===== config.mk =====
export PLATFORM = sky130hd
export DESIGN_NAME = pcie_msi_sched
export DESIGN_NICKNAME = d
export VERILOG_FILES = /design/src/rtl/pcie_msi_sched.sv
export SDC_FILE = /design/constraint.sdc
export NUM_CORES = 1
export LEC_CHECK = 0
export ABC_AREA = 1
export BUFFER_PORTS_ARGS = -buffer_cell sky130_fd_sc_hd__buf_2
export CAP_MARGIN = 20
export CORE_UTILIZATION = 54
export DETAILED_ROUTE_END_ITERATION = 7
export PLACE_DENSITY = 0.77
export SLEW_MARGIN = 20
export SYNTH_ARGS = -nofsm -noshare
export SYNTH_HDL_FRONTEND = slang
export SYNTH_SLANG_ARGS = --single-unit

===== constraint.sdc =====
create_clock -name clk -period 7.7 [get_ports clk]
set_input_delay 0.77 -clock clk [delete_from_list [all_inputs] [get_ports clk]]
set_output_delay 0.77 -clock clk [all_outputs]
set_load 0.005 [all_outputs]

===== src/rtl/pcie_msi_sched.sv =====
// Round-robin MSI scheduler: latches rising edges of up to 32 interrupt sources into
// pending bits and issues them one at a time to the PCIe hard IP with req/ack and holdoff spacing.
module pcie_msi_sched #(
  parameter int NUM_VEC   = 8,
  parameter int HOLDOFF_W = 16
) (
  input  logic                 clk,
  input  logic                 reset,
  input  logic [NUM_VEC-1:0]   irq,
  input  logic                 msi_enable,
  input  logic [NUM_VEC-1:0]   vec_mask,
  input  logic [HOLDOFF_W-1:0] holdoff,
  output logic                 app_msi_req,
  output logic [4:0]           app_msi_num,
  output logic [2:0]           app_msi_tc,
  output logic                 app_int_sts,
  input  logic                 app_msi_ack,
  output logic [NUM_VEC-1:0]   pending,
  output logic [31:0]          msi_sent
);

  localparam int IDX_W = (NUM_VEC > 1) ? $clog2(NUM_VEC) : 1;

  typedef enum logic [1:0] {S_IDLE, S_REQ, S_HOLD} state_t;

  state_t               state_q, state_d;
  logic [NUM_VEC-1:0]   irq_r_q, irq_r_d;
  logic [NUM_VEC-1:0]   pending_q, pending_d;
  logic                 req_q, req_d;
  logic [4:0]           num_q, num_d;
  logic [4:0]           last_grant_q, last_grant_d;
  logic [31:0]          sent_q, sent_d;
  logic [HOLDOFF_W-1:0] hold_q, hold_d;

  logic [NUM_VEC-1:0]   rise;
  logic [NUM_VEC-1:0]   elig;
  logic [NUM_VEC-1:0]   clr;
  logic [5:0]           cand;
  logic                 grant_found;
  logic [4:0]           grant_idx;
  logic                 grant_fire;
  logic                 ack_fire;

  // Search last_grant+1 .. last_grant+NUM_VEC (mod NUM_VEC); the first eligible hit wins.
  always_comb begin
    elig        = pending_q & ~vec_mask;
    cand        = '0;
    grant_found = 1'b0;
    grant_idx   = '0;
    for (int k = 1; k <= NUM_VEC; k++) begin
      cand = {1'b0, last_grant_q} + 6'(k);
      if (cand >= 6'(NUM_VEC)) cand = cand - 6'(NUM_VEC);
      if (!grant_found && elig[cand[IDX_W-1:0]]) begin
        grant_found = 1'b1;
        grant_idx   = cand[4:0];
      end
    end
  end

  // State register
  always_ff @(posedge clk) begin
    if (reset) state_q <= S_IDLE;
    else       state_q <= state_d;
  end

  // Next-state logic
  always_comb begin
    state_d = state_q;
    case (state_q)
      S_IDLE: if (msi_enable && grant_found) state_d = S_REQ;
      S_REQ:  if (app_msi_ack) state_d = (holdoff != '0) ? S_HOLD : S_IDLE;
      S_HOLD: if (hold_q <= HOLDOFF_W'(1)) state_d = S_IDLE;
      default: state_d = S_IDLE;
    endcase
  end

  // FSM output decode
  always_comb begin
    grant_fire = (state_q == S_IDLE) && msi_enable && grant_found;
    ack_fire   = (state_q == S_REQ) && app_msi_ack;
  end

  // Datapath next values; a fresh edge on the granted vector survives the clear.
  always_comb begin
    irq_r_d      = irq;
    rise         = irq & ~irq_r_q & {NUM_VEC{msi_enable}};
    clr          = grant_fire ? (NUM_VEC'(1) << grant_idx) : '0;
    pending_d    = msi_enable ? ((pending_q & ~clr) | rise) : '0;
    req_d        = req_q;
    num_d        = num_q;
    last_grant_d = last_grant_q;
    sent_d       = sent_q;
    hold_d       = hold_q;
    if (grant_fire) begin
      req_d = 1'b1;
      num_d = grant_idx;
    end
    if (ack_fire) begin
      req_d        = 1'b0;
      last_grant_d = num_q;
      sent_d       = sent_q + 32'd1;
      hold_d       = holdoff;
    end else if (state_q == S_HOLD && hold_q != '0) begin
      hold_d = hold_q - HOLDOFF_W'(1);
    end
  end

  always_ff @(posedge clk) begin
    if (reset) begin
      irq_r_q      <= '0;
      pending_q    <= '0;
      req_q        <= 1'b0;
      num_q        <= '0;
      last_grant_q <= 5'(NUM_VEC - 1);
      sent_q       <= '0;
      hold_q       <= '0;
    end else begin
      irq_r_q      <= irq_r_d;
      pending_q    <= pending_d;
      req_q        <= req_d;
      num_q        <= num_d;
      last_grant_q <= last_grant_d;
      sent_q       <= sent_d;
      hold_q       <= hold_d;
    end
  end

  assign app_msi_req = req_q;
  assign app_msi_num = num_q;
  assign app_msi_tc  = 3'd0;
  assign app_int_sts = 1'b0;
  assign pending     = pending_q;
  assign msi_sent    = sent_q;

endmodule


Word level (Yosys, flattened, before mapping)
Index checks and enable logic that the tools add are counted.
{ "word_totals": {"ff_bits": 77, "output_inout_bits": 50} }
{ "op_classes": {"add_sub_neg": 18, "order_cmp": 17, "eq_ne": 5, "shifts": 1, "n_mux": 48, "bitwise": 9, "reduce_logical": 26} }
{ "ops": {"columns": ["op", "count"], "rows": [
  ["5-bit two-way mux", 16],
  ["6-bit by 4-bit greater-or-equal comparator with 1-bit output (second input constant)", 8],
  ["5-bit by 4-bit subtractor with 5-bit output (second input constant)", 8],
  ["32-bit by 1-bit adder with 32-bit output (second input constant)", 1],
  ["8-bit bitwise AND", 4],
  ["3-bit by 4-bit < comparator with 1-bit output (second input constant)", 8],
  ["16-bit two-way mux", 2],
  ["16-bit nonzero test", 2],
  ["5-bit by 3-bit adder with 6-bit output (second input constant)", 4],
  ["1-bit binary-select mux with 3-bit select", 8],
  ["8-bit NOT", 3],
  ["16-bit by 1-bit <= comparator with 1-bit output (second input constant)", 1],
  ["1-bit two-way mux", 16],
  ["16-bit by 1-bit subtractor with 16-bit output (second input constant)", 1],
  ["5-bit by 2-bit adder with 6-bit output (second input constant)", 2],
  ["1-bit logical AND", 12],
  ["2-bit two-way mux", 4],
  ["8-bit two-way mux", 1],
  ["8-bit bitwise OR", 1],
  ["1-bit by 5-bit left shift with 8-bit output (first input constant)", 1],
  ["1-bit zero test", 7],
  ["5-bit by 1-bit adder with 6-bit output (second input constant)", 1],
  ["5-bit by 4-bit adder with 6-bit output (second input constant)", 1],
  ["2-bit != test (second input constant)", 3],
  ["other kinds (8)", 9]
]} }

Logic depth before layout (Yosys ltp)
{ "logic_depth": {"ltp_word": 32, "mapped_depth": 22, "ltp_nobuf": 19} }

Least setup slack after synthesis
Ideal clock, no wire load.
{ "synth_timing": {"path_type": "reg2reg", "startpoint": "register last_grant_q[1]", "endpoint": "register pending_q[1], in the netlist pending[1]", "t_arrival_ps": 2645, "required_time_ps": 7576, "path_slack_ps": 4931, "stages_incl_launch_ff": 19, "cell_sequence": "dfxtp_1 > buf_4 > clkinv_1 > ha_1 > buf_2 > inv_2 > nand3_1 > nand3_1 > nand2_2 > nor2_4 > nand4_2 > nor2_4 > nand4_1 > nand3_1 > nand2_2 > nor2_1 > nand2_1 > nand2_1 > a21oi_1"} }
{ "synth_between": {"elab_chain_len": 32} }
{ "synth_lines": {"columns": ["item", "line_no", "rtl"], "rows": [
  ["from (decl)", "31", "logic [4:0] last_grant_q, last_grant_d;"],
  ["from (signal assigned)", "114", "last_grant_q <= 5'(NUM_VEC - 1);"],
  ["from (signal assigned)", "122", "last_grant_q <= last_grant_d;"],
  ["5-bit by 1-bit adder with 6-bit output", "51", "cand = {1'b0, last_grant_q} + 6'(k);"],
  ["5-bit by 4-bit subtractor with 5-bit output / 6-bit by 4-bit greater-or-equal comparator with 1-bit output (equally long branches)", "52", "if (cand >= 6'(NUM_VEC)) cand = cand - 6'(NUM_VEC);"],
  ["5-bit two-way mux", "52", null],
  ["1-bit binary-select mux with 3-bit select", "53", "if (!grant_found && elig[cand[IDX_W-1:0]]) begin"],
  ["1-bit two-way mux (not written as such)", "53", null],
  ["1-bit two-way mux", "53", null],
  ["1-bit zero test", "53", null],
  ["1-bit logical AND", "53", null],
  ["(+16 left out)", null, null],
  ["1-bit zero test", "53", null],
  ["1-bit logical AND", "53", null],
  ["5-bit two-way mux / 1-bit two-way mux (equally long branches)", "53", null],
  ["1-bit by 5-bit left shift with 8-bit output / 1-bit logical AND (equally long branches)", "87, 79", null],
  ["8-bit two-way mux (*)", "87", "clr = grant_fire ? (NUM_VEC'(1) << grant_idx) : '0;"],
  ["8-bit NOT (*)", "88", "pending_d = msi_enable ? ((pending_q & ~clr) | rise) : '0;"],
  ["8-bit bitwise AND (*)", "88", null],
  ["8-bit bitwise OR (*)", "88", null],
  ["to (signal assigned)", "119", "pending_q <= pending_d;"],
  ["to (decl)", "28", "logic [NUM_VEC-1:0] pending_q, pending_d;"]
]} }
Every way passes the cells marked *; elsewhere a longest branch is shown, timed or not. The select of a mux whose other input is x is not followed.
A chain may end at the register's enable or synchronous reset.

Worst setup path in the final report
{ "layout_timing": {"startpoint": "register last_grant_q[1]", "endpoint": "register pending_q[2], in the netlist pending[2]"} }
The elaborated chain is that of the path after synthesis.

==> impl_results.md <==
* Initial antenna violation count at 0
* Ant diodes at 0
* Setup slack at placement at slightly below 4 ns
* Compound-Gate Fraction of Synth Area at between 10% and 20%
* Max IR drop VDD at roughly 0.00014 V
* Clock latency on the worst-skew pair at 0.35 ns
* Synth warn at 0
* Final setup vio count at 0
* Overflow after GRT at 0
* Register area share after synthesis at a little under 30%
* Leakage power at about 2.8 nW
* XOR/XNOR share of the synthesized area at under 10%
* Footprint of the multi-input gates at roughly 0.0032 sq mm
* Yosys cell types at 46
* Seq. cell area at ~0.0015 sq mm
* Initial core utilization at ~56%
* Total number of vias at 5323
* CTS root buf: clkbuf_8
* Row count at 35
* Routed len/inst at 13.5 microns
* # fillers at 879
* Slew Limit Fails at 0
* Synth Area per Inst at approximately 6.7 sq um
* Pin count of the biggest net entering global routing at 45
* Num ports at 86
* Reg clk slew, reported paths at 0.08 ns
* Max-cap violations at 0
* Adder-cell share of the synthesized area at 4.75%
* Syn Inst Count at 791
* Maximum fanout along the worst path at 14
* Simple logic cell fraction of the synthesized area at a little under two fifths
* Util after Layout at between 60 and 70%
* Via/cell ratio at between 5 and 6
* Peak Freq at between 200 and 300 MHz
* Placed cell areas at between 0.005 and 0.006 sq mm
* CTS-repair resized insts at 0
* CP endpoint kind: flop
* Vias in the first global route at roughly 4.9k
* Largest family of logic cells by synthesized area: simple AND/OR/NAND/NOR gates
* Worst Skew at 0.0106 ns
* HPWL after detailed placement at around 10 mm
* Die area at approximately 0.010 sq mm
* DRT iter0 DRCs at between 200 and 300
* Final Cycle Share at 50.6%
* Setup TNS at 0 ns
* CTS Buf Count at 9
* Die height at just over 100 microns
* Min Clock Period, post-route at 3.89 ns
* Worst hold path type: flop to flop
* CTS tree: built
* Slew margin rel. at between 40% and 50%
* Post-CTS Setup Bufs at 0
* FF+latch count, synth at 77
* Gr usage total at between 20% and 30%
* Post-CTS Hold Fix Bufs at 0
* Worst-case clock buffer depth at 2
* Worst path required time at between 7 and 8 ns
* Design Area, Final at 0.00590 sq mm
* Pwr Density at 259 mW/mm^2
* CORE AREA at 0.00933 sq mm
* Final Hold Vio Count at 0
* Number of enable flip-flop cells after synthesis at 0
* First-pass GRT wire length at approximately 22 mm
* Cell Area, Synth at 0.00527 sq mm
* Drt pass-1 iters at 4
* Routed WL at 13.4 mm
* Post-synth top flop: dfxtp_1
* Die Span X at about 100 microns
* Port buffer count at 81
* PnR worst setup slack at ~3.8 ns
* Worst setup path class: flop to flop
* Htree depth at 3
* Async set-or-reset flop fraction in the synthesized netlist at 0%
* Worst slew pin tran at 0.852 ns
* PnR Total Power at approximately 0.0015 W
* Status: completed
* RePlAce Congestion at around 0.94
* Layout area overhead at 12.1%
* DRC Markers at 0
* Arrival time worst endpoint at a little over 4 ns
* CTS sink count at 77
* DRT antenna net count at 0
* Share of cells above drive strength 1 at 17.2%
* Setup crit start kind: flop
* Post-layout net count at 918
* Mux contribution to synthesized area at 0%
* RSZ-0062 raised after global routing: false
[area by class of cell]
class	instances	share of cell area (%)
flip-flops and latches	77	26.1
repair buffers	83	7.12
clock buffers	10	2.33
inverters	113	7.23
well taps	129	2.74
clock inverters	6	1.06
multi-input cells	578	53.4
[kinds of logic (layout without fill, tap and decap cells)]
logic type               after synthesis  count (layout)
AO/OA/AOI/OAI                        104             104
AND/OR/NAND/NOR                      414             414
XOR/XNOR                              36              36
other                                  1               4
buffers and inverters                139             212
flip-flops                            77              77
adder cells (fa/ha/maj)               20              20
[final timing paths]
kind         slack, ns  cells past startpoint             from          to
max reg2reg       3.81                     15  last_grant_q[1]  pending[2]
min               0.49                      2        hold_q[1]   hold_q[1]
min reg2reg       0.49                      2        hold_q[1]   hold_q[1]
max               3.81                     15  last_grant_q[1]  pending[2]
[report_power, final]
group	switching, W	internal [W]
Sequential	0.0000464	0.000440
Combinational	0.000491	0.000246
Clock	0.000150	0.000158
Total	0.000687	0.000844
[state kept, by name, summed over array words and instances (netlist names)]
register and cells:
msi_sent 32, irq_r_q 8, hold_q 16, app_msi_req 1, last_grant_q 5, state_q 2
pending 8, app_msi_num 5
[synthesized netlist by cell type (4+ instances only)]
| cell type | count | area [sq um] |
|---|---|---|
| clkbuf_1 | 10 | 37.5 |
| nand3_1 | 85 | 425 |
| inv_1 | 104 | 390 |
| nor2_2 | 6 | 37.5 |
| xnor2_1 | 9 | 78.8 |
| inv_2 | 6 | 22.5 |
| buf_2 | 6 | 30.0 |
| a31oi_1 | 12 | 75.1 |
| nor4_1 | 10 | 62.6 |
| nand4_1 | 14 | 87.6 |
| dfxtp_1 | 77 | 1540 |
| nor2_1 | 94 | 353 |
| nor2_4 | 4 | 45.0 |
| nor3_1 | 17 | 85.1 |
| nand3_2 | 5 | 50.1 |
| or2_2 | 8 | 50.1 |
| buf_4 | 6 | 45.0 |
| buf_6 | 4 | 45.0 |
| o211ai_1 | 7 | 52.6 |
| nand2_1 | 151 | 567 |
| nand2_2 | 7 | 43.8 |
| xor2_1 | 26 | 228 |
| ha_1 | 20 | 250 |
| a21oi_1 | 30 | 150 |
| o21ai_0 | 39 | 195 |
| o21a_1 | 4 | 30.0 |
[through the flow]
step           hold slack (ns)  instances
6_report                 0.489        996
5_1_grt                  0.515        996
4_1_cts                  0.492        996
3_5_place_dp             0.479        980
3_3_place_gp             0.475        980
2_1_floorplan            0.457        794
[placed cells by master, fill, tap and decap left out, types with 3 or more instances in the layout]
master and count:
nor3_2 3, inv_1 104, o21ai_0 39, clkinv_2 3, nand2_1 151, nor3_1 17, xnor2_1 9, dfxtp_1 77
nor2_1 94, buf_2 81, nand3_1 85, or2_2 8, xor2_1 26, inv_2 6, o21bai_1 3, nor4_1 10
clkbuf_8 10, nor2_4 4, o211ai_1 7, a31oi_1 12, a21oi_1 30, ha_1 20, o21a_1 4, nand4_1 14
conb_1 4, nor2_2 6, nand3_2 5, nand2_2 7
[worst max-delay path, stage by stage (launching register included)]
cell      delay, ns
dfxtp_1        0.66
clkinv_1       0.52
ha_1           0.62
inv_2          0.13
nand3_1        0.15
nand2_1        0.09
nand2_1        0.06
nand2_1        0.13
nand3_1        0.20
nor2_4         0.06
nand4_1        0.11
nor2_1         0.07
nor2_2         0.39
nand4_1        0.22
o21ai_0        0.26
a21oi_1        0.09
[metal layers]
layer / track usage [%] / part of all wire, % / vias up
met2: 47.9 / 49 / 145
met3: 4.09 / 4.5 / 18
met5: 0 / 0 / -
met4: 9.92 / 1.7 / 0
met1: 34.0 / 45 / 2449
li1: - / - / 2711
Power figures use the tool's default switching activity.
